### config.mk
export PLATFORM = sky130hd
export DESIGN_NAME = shift_chain_ctrl
export DESIGN_NICKNAME = d
export VERILOG_FILES = /design/src/rtl/shift_chain_ctrl.sv
export SDC_FILE = /design/constraint.sdc
export NUM_CORES = 1
export LEC_CHECK = 0
export CORE_MARGIN = 8
export CORE_UTILIZATION = 53
export DETAILED_ROUTE_END_ITERATION = 6
export HOLD_SLACK_MARGIN = 0.1
export PLACE_DENSITY = 0.83
export SLEW_MARGIN = 20
export SYNTH_ARGS = -nofsm -noshare
export SYNTH_HDL_FRONTEND = slang
export SYNTH_SLANG_ARGS = --single-unit
### constraint.sdc
create_clock -name clk -period 2.8 [get_ports clk]
set_input_delay 0.56 -clock clk [delete_from_list [all_inputs] [get_ports clk]]
set_output_delay 0.56 -clock clk [all_outputs]
set_load 0.01 [all_outputs]
### src/rtl/shift_chain_ctrl.sv
// Serial-chain sequencer: loads a parallel word, shifts it MSB-first onto sdo while
// capturing the chain's return bits from sdi, then pulses done with the captured word.
module shift_chain_ctrl #(
  parameter int unsigned WIDTH = 8,
  parameter int unsigned DIV   = 1
) (
  input  logic             clk,
  input  logic             rst,
  input  logic             start_valid,
  output logic             start_ready,
  input  logic [WIDTH-1:0] din,
  output logic             sdo,
  output logic             sen,
  input  logic             sdi,
  output logic [WIDTH-1:0] dout,
  output logic             done,
  output logic             busy
);

  localparam int unsigned BCW = $clog2(WIDTH + 1);
  localparam int unsigned DCW = (DIV > 1) ? $clog2(DIV) : 1;
  localparam logic [BCW-1:0] LastBit = BCW'(WIDTH - 1);
  localparam logic [DCW-1:0] DivMax  = DCW'(DIV - 1);

  typedef enum logic [1:0] {StIdle, StShift, StDone} state_e;

  state_e             state_q, state_d;
  logic [WIDTH-1:0]   shreg_q, shreg_d;
  logic [BCW-1:0]     bit_cnt_q, bit_cnt_d;
  logic [DCW-1:0]     div_cnt_q, div_cnt_d;
  logic [WIDTH-1:0]   dout_q, dout_d;

  // Outputs decode straight from state so they take reset values without a clock edge.
  assign start_ready = (state_q == StIdle);
  assign sen         = (state_q == StShift) && (div_cnt_q == DivMax);
  assign sdo         = (state_q == StShift) ? shreg_q[WIDTH-1] : 1'b0;
  assign done        = (state_q == StDone);
  assign busy        = (state_q == StShift) || (state_q == StDone);
  assign dout        = dout_q;

  always_comb begin
    state_d   = state_q;
    shreg_d   = shreg_q;
    bit_cnt_d = bit_cnt_q;
    div_cnt_d = div_cnt_q;
    dout_d    = dout_q;
    unique case (state_q)
      StIdle: begin
        if (start_valid) begin
          shreg_d   = din;
          bit_cnt_d = '0;
          div_cnt_d = '0;
          state_d   = StShift;
        end
      end
      StShift: begin
        if (sen) begin
          shreg_d   = {shreg_q[WIDTH-2:0], sdi};
          bit_cnt_d = bit_cnt_q + BCW'(1);
          div_cnt_d = '0;
          if (bit_cnt_q == LastBit) begin
            dout_d  = {shreg_q[WIDTH-2:0], sdi};
            state_d = StDone;
          end
        end else begin
          div_cnt_d = div_cnt_q + DCW'(1);
        end
      end
      StDone: state_d = StIdle;
      default: state_d = StIdle;
    endcase
  end

  always_ff @(posedge clk or negedge rst) begin
    if (!rst) begin
      state_q   <= StIdle;
      shreg_q   <= '0;
      bit_cnt_q <= '0;
      div_cnt_q <= '0;
      dout_q    <= '0;
    end else begin
      state_q   <= state_d;
      shreg_q   <= shreg_d;
      bit_cnt_q <= bit_cnt_d;
      div_cnt_q <= div_cnt_d;
      dout_q    <= dout_d;
    end
  end

endmodule

# Word level (Yosys, flattened, before mapping)
# Index checks and enable logic that the tools add are counted.
# op_classes
add_sub_neg	2
eq_ne	6
n_mux	14
bitwise_logic	1
n_reduce_logical	8
# op_table
cell	n
$mux W8	2
$pmux W8 S2	1
$reduce_and A3 Y1	3
$mux W4	2
$pmux W4 S2	1
$mux W2	3
$add A4 B1 Y4 const B	1
$eq A4 B3 Y1 const B	1
$ne A2 B2 Y1 const B	2
$pmux W2 S2	1
$mux W1	3
$eq A2 B1 Y1 const B	1
$eq A2 B2 Y1 const B	1
$logic_not A2 Y1	1
$ne A2 B1 Y1 const B	1
$pmux W1 S2	1
$reduce_and A2 Y1	1
$reduce_bool A2 Y1	1
$add A1 B1 Y1 const B	1
$logic_and A1 B1 Y1	1
$logic_or A1 B1 Y1	1
$not A1 Y1	1
# word_totals
ff_bits	23
input_bits	12
elab_cells	36

# Depth between registers and ports, before layout
# depth
word_depth	4
ltp_mapped	7

# Worst setup path after synthesis
# No wires, ideal clock.
# synth_path
path_kind	register -> output
start	register state_q[1]
end	output port sdo
t_arrival_ns	1.160
required_ns	2.240
path_slack_ns	1.080
path_stages_with_launch	5
path_cell_list	dfrtp_1 inv_1 ha_1 buf_2 and2_1
# synth_via
elab_chain_len	2
# synth_lines
element	line	source
start: declaration	27	state_e state_q, state_d;
start signal: assignment	76	state_q <= StIdle;
start signal: assignment	82	state_q <= state_d;
$eq A2 B1 Y1	36	assign sdo = (state_q == StShift) ? shreg_q[WIDTH-1] : 1'b0;
$mux W1	36	
end: declaration	12	output logic sdo,
# Every way passes these cells.

# Worst setup path in the final report
# layout_path
start	register state_q[1]
end	output port sen
# layout_via
elab_chain_len	2
# layout_lines
element	line	source
$eq A2 B1 Y1	35	assign sen = (state_q == StShift) && (div_cnt_q == DivMax);
$logic_and A1 B1 Y1	35	
end: declaration	13	output logic sen,
# Every way passes these cells.

==> flow_summary.yaml <==
run_status:
  status: "complete, no violations"
critical_path:
  rr_worst_depth: 6
  cp.required_ns: 2.24
  endpoint_kind: "output port"
  r2r_slack_ns: 0.84
  critPathMaxFanout: 7
  crit_arrival_ns: 2.03
  r2r_start: "state_q[1]"
  cp-start-kind: "register"
  r2r-end: "shreg_q[7]"
  crit_type: "register to output port"
final_layout:
  antenna_cells: 0
  syn_to_final_growth_pct: 26.1
  fill_cells: 144
  layout-drive-gt1-share_pct: 12.1
  num-nets-final: 142
  layout_common_cells: "24 x clkdlybuf4s50_1, 23 x dfrtp_1, 11 x nand2_1"
  final_common_cell: "clkdlybuf4s50_1"
route:
  firstDrtPassIters: 4
  drtIter0Drc: 15
  detail_route.wirelength_mm: 2.18
  antenna_left: 0
  wl_per_cell_um: 14.4
  vias_per_cell: 5.28
  drc: 0
  vias: 798
timing:
  fin_crit_ns: 2.59
  slew_violations: 0
  tns_ns: 0
  rsz0062_at_grt: "no"
  fmax_mhz: 386
  worst_pin_slew_ns: 0.436
  relSlewSlack_pct: 71.0
  final.setup_skew_ns: 0.00277
  hold_viol: 0
  finalSetupViolCount: 0
  hold_ws_ns: 0.525
  min_period_over_period_pct: 92.5
logic_synthesis:
  synth_seq_area_share_pct: 50.8
  syn_avg_cell_area_um2: 11.7
  ys_seq_elements: 23
  synth_cells: 97
  ys_types: 26
  synthesis.nets: 114
  yosysWarnings: 0
  syn_area_um2: 1130
place:
  dp_hpwl_mm: 1.70
  gp_congestion: 0.774
  io_buffers: 24
clock_tree:
  cts_buffer_depth: 2
  cts_tree: "built"
  cts-root-buf: "clkbuf_4"
  cts.clk_slew.worst_paths_ns: 0.12
  ctsResizeCount: 0
  cts.sinks: 23
  ctsHtreeMaxLevel: 1
  numCtsBuffers: 3
  post-cts-setup-buffers: 0
  ctsHoldBuffers: 0
  worstSkewPairLatency_ns: 0.31
global_routing:
  grt_pass1_vias: 838
  grt_max_degree: 24
  overflow: 0
  grt_usage_pct: 11.7
  grt_pass1_wl_mm: 3.73
  antenna_found_initial: 0
min_path:
  hold_depth: 2
  hp-start: "shreg_q[7]"
  whs_endpoint: "shreg_q[7]"
  hp-class: "register to register"
floorplanning:
  core_area_um2: 1980
  chipHeight_um: 62.2
  fp.dieW_um: 62.2
  ios: 25
  die_area_um2: 3870
  rows: 16
  start_util_pct: 57.1
job:
  cap_violations: 0
power_and_ir_drop:
  power_density_nw_per_um2: 892
  leakage_nw: 0.674
  ir_worst_vdd_uv: 614
-- state kept, by name, summed over array words and instances, names as in the netlist --
name,count
dout,8
div_cnt_q,1
bit_cnt_q,4
state_q,2
shreg_q,8
-- through the flow --
step	cell area, µm²	util [%]	setup WS [ns]	total power (W)	cells
floorplan	1130	-	1.08	0.000915	97
global placement	1400	70.7	0.608	0.00110	147
detailed placement	1400	70.7	0.561	0.00114	147
CTS	1430	72.0	0.196	0.00129	151
global route	1430	72.0	0.0642	0.00137	151
finish	1430	72.0	0.210	0.00127	151
-- cell type report --
| class | count | area, µm² | area share (%) |
|---|---|---|---|
| sequential | 23 | 576 | 40.3 |
| multi-input combinational | 68 | 526 | 36.8 |
| inverter | 3 | 11.3 | 0.789 |
| tap | 27 | 33.8 | 2.37 |
| clock buffer | 4 | 26.3 | 1.84 |
| timing repair buffer | 26 | 255 | 17.9 |
-- critical path, cell delays in order (launching register included) --
cell,delay [ns]
dfrtp_1,0.41
inv_1,0.10
ha_1,0.36
inv_1,0.19
nor2_1,0.12
clkdlybuf4s50_1,0.54
-- Yosys cell counts --
master	count	area, µm²
o21ai_0	3	15.0
mux2i_2	1	13.8
a21oi_1	3	15.0
mux2_4	8	120
a22oi_1	1	7.51
nor2b_1	1	6.26
nand3_1	1	5.00
buf_4	2	15.0
ha_1	5	62.6
nand2_4	1	11.3
and2_1	2	12.5
nand2_1	11	41.3
a211o_1	1	8.76
and4bb_1	1	12.5
a21o_1	1	7.51
a31oi_1	1	6.26
o21ai_1	9	45.0
buf_2	1	5.00
nand2b_1	1	6.26
inv_1	3	11.3
mux2_1	1	11.3
dfrtp_1	23	576
mux2i_1	8	80.1
nor3_1	2	10.0
nor2_1	5	18.8
xor2_1	1	8.76
-- worst max-delay path by stage --
stage | slack, ns | endpoint | cells past startpoint | from
6_report | 0.21 | sen | 5 | state_q[1]
5_1_grt | 0.06 | sen | 5 | state_q[1]
4_1_cts | 0.20 | sen | 5 | state_q[1]
3_5_place_dp | 0.56 | sen | 5 | state_q[1]
3_3_place_gp | 0.61 | sen | 5 | state_q[1]
2_1_floorplan | 1.08 | sdo | 4 | state_q[1]
-- metal layers --
metal / wire [µm] / global-route usage [%] / vias up
met5: 0 / 0 / -
met4: 45 / 6.12 / 0
met3: 108 / 3.41 / 5
met2: 1070 / 18.5 / 20
met1: 956 / 14.0 / 385
li1: - / - / 388
-- kinds of logic (layout without fill, tap and decap cells) --
kind of cell / Yosys count / after routing / share of synthesized area (%)
buf+inv: 6 / 33 / 2.76
xor+xnor: 1 / 1 / 0.774
flops: 23 / 23 / 50.8
mux: 18 / 18 / 19.9
simple gates: 25 / 25 / 10.9
compound gates: 19 / 19 / 9.28
fa+ha+maj: 5 / 5 / 5.52
-- power breakdown --
part,leakage (nW),internal (W),switching (W)
Sequential,0.296,0.000439,0.0000861
Combinational,0.363,0.000304,0.000291
Clock,0.0150,0.0000558,0.0000968
(Power assumes the default switching activity.)
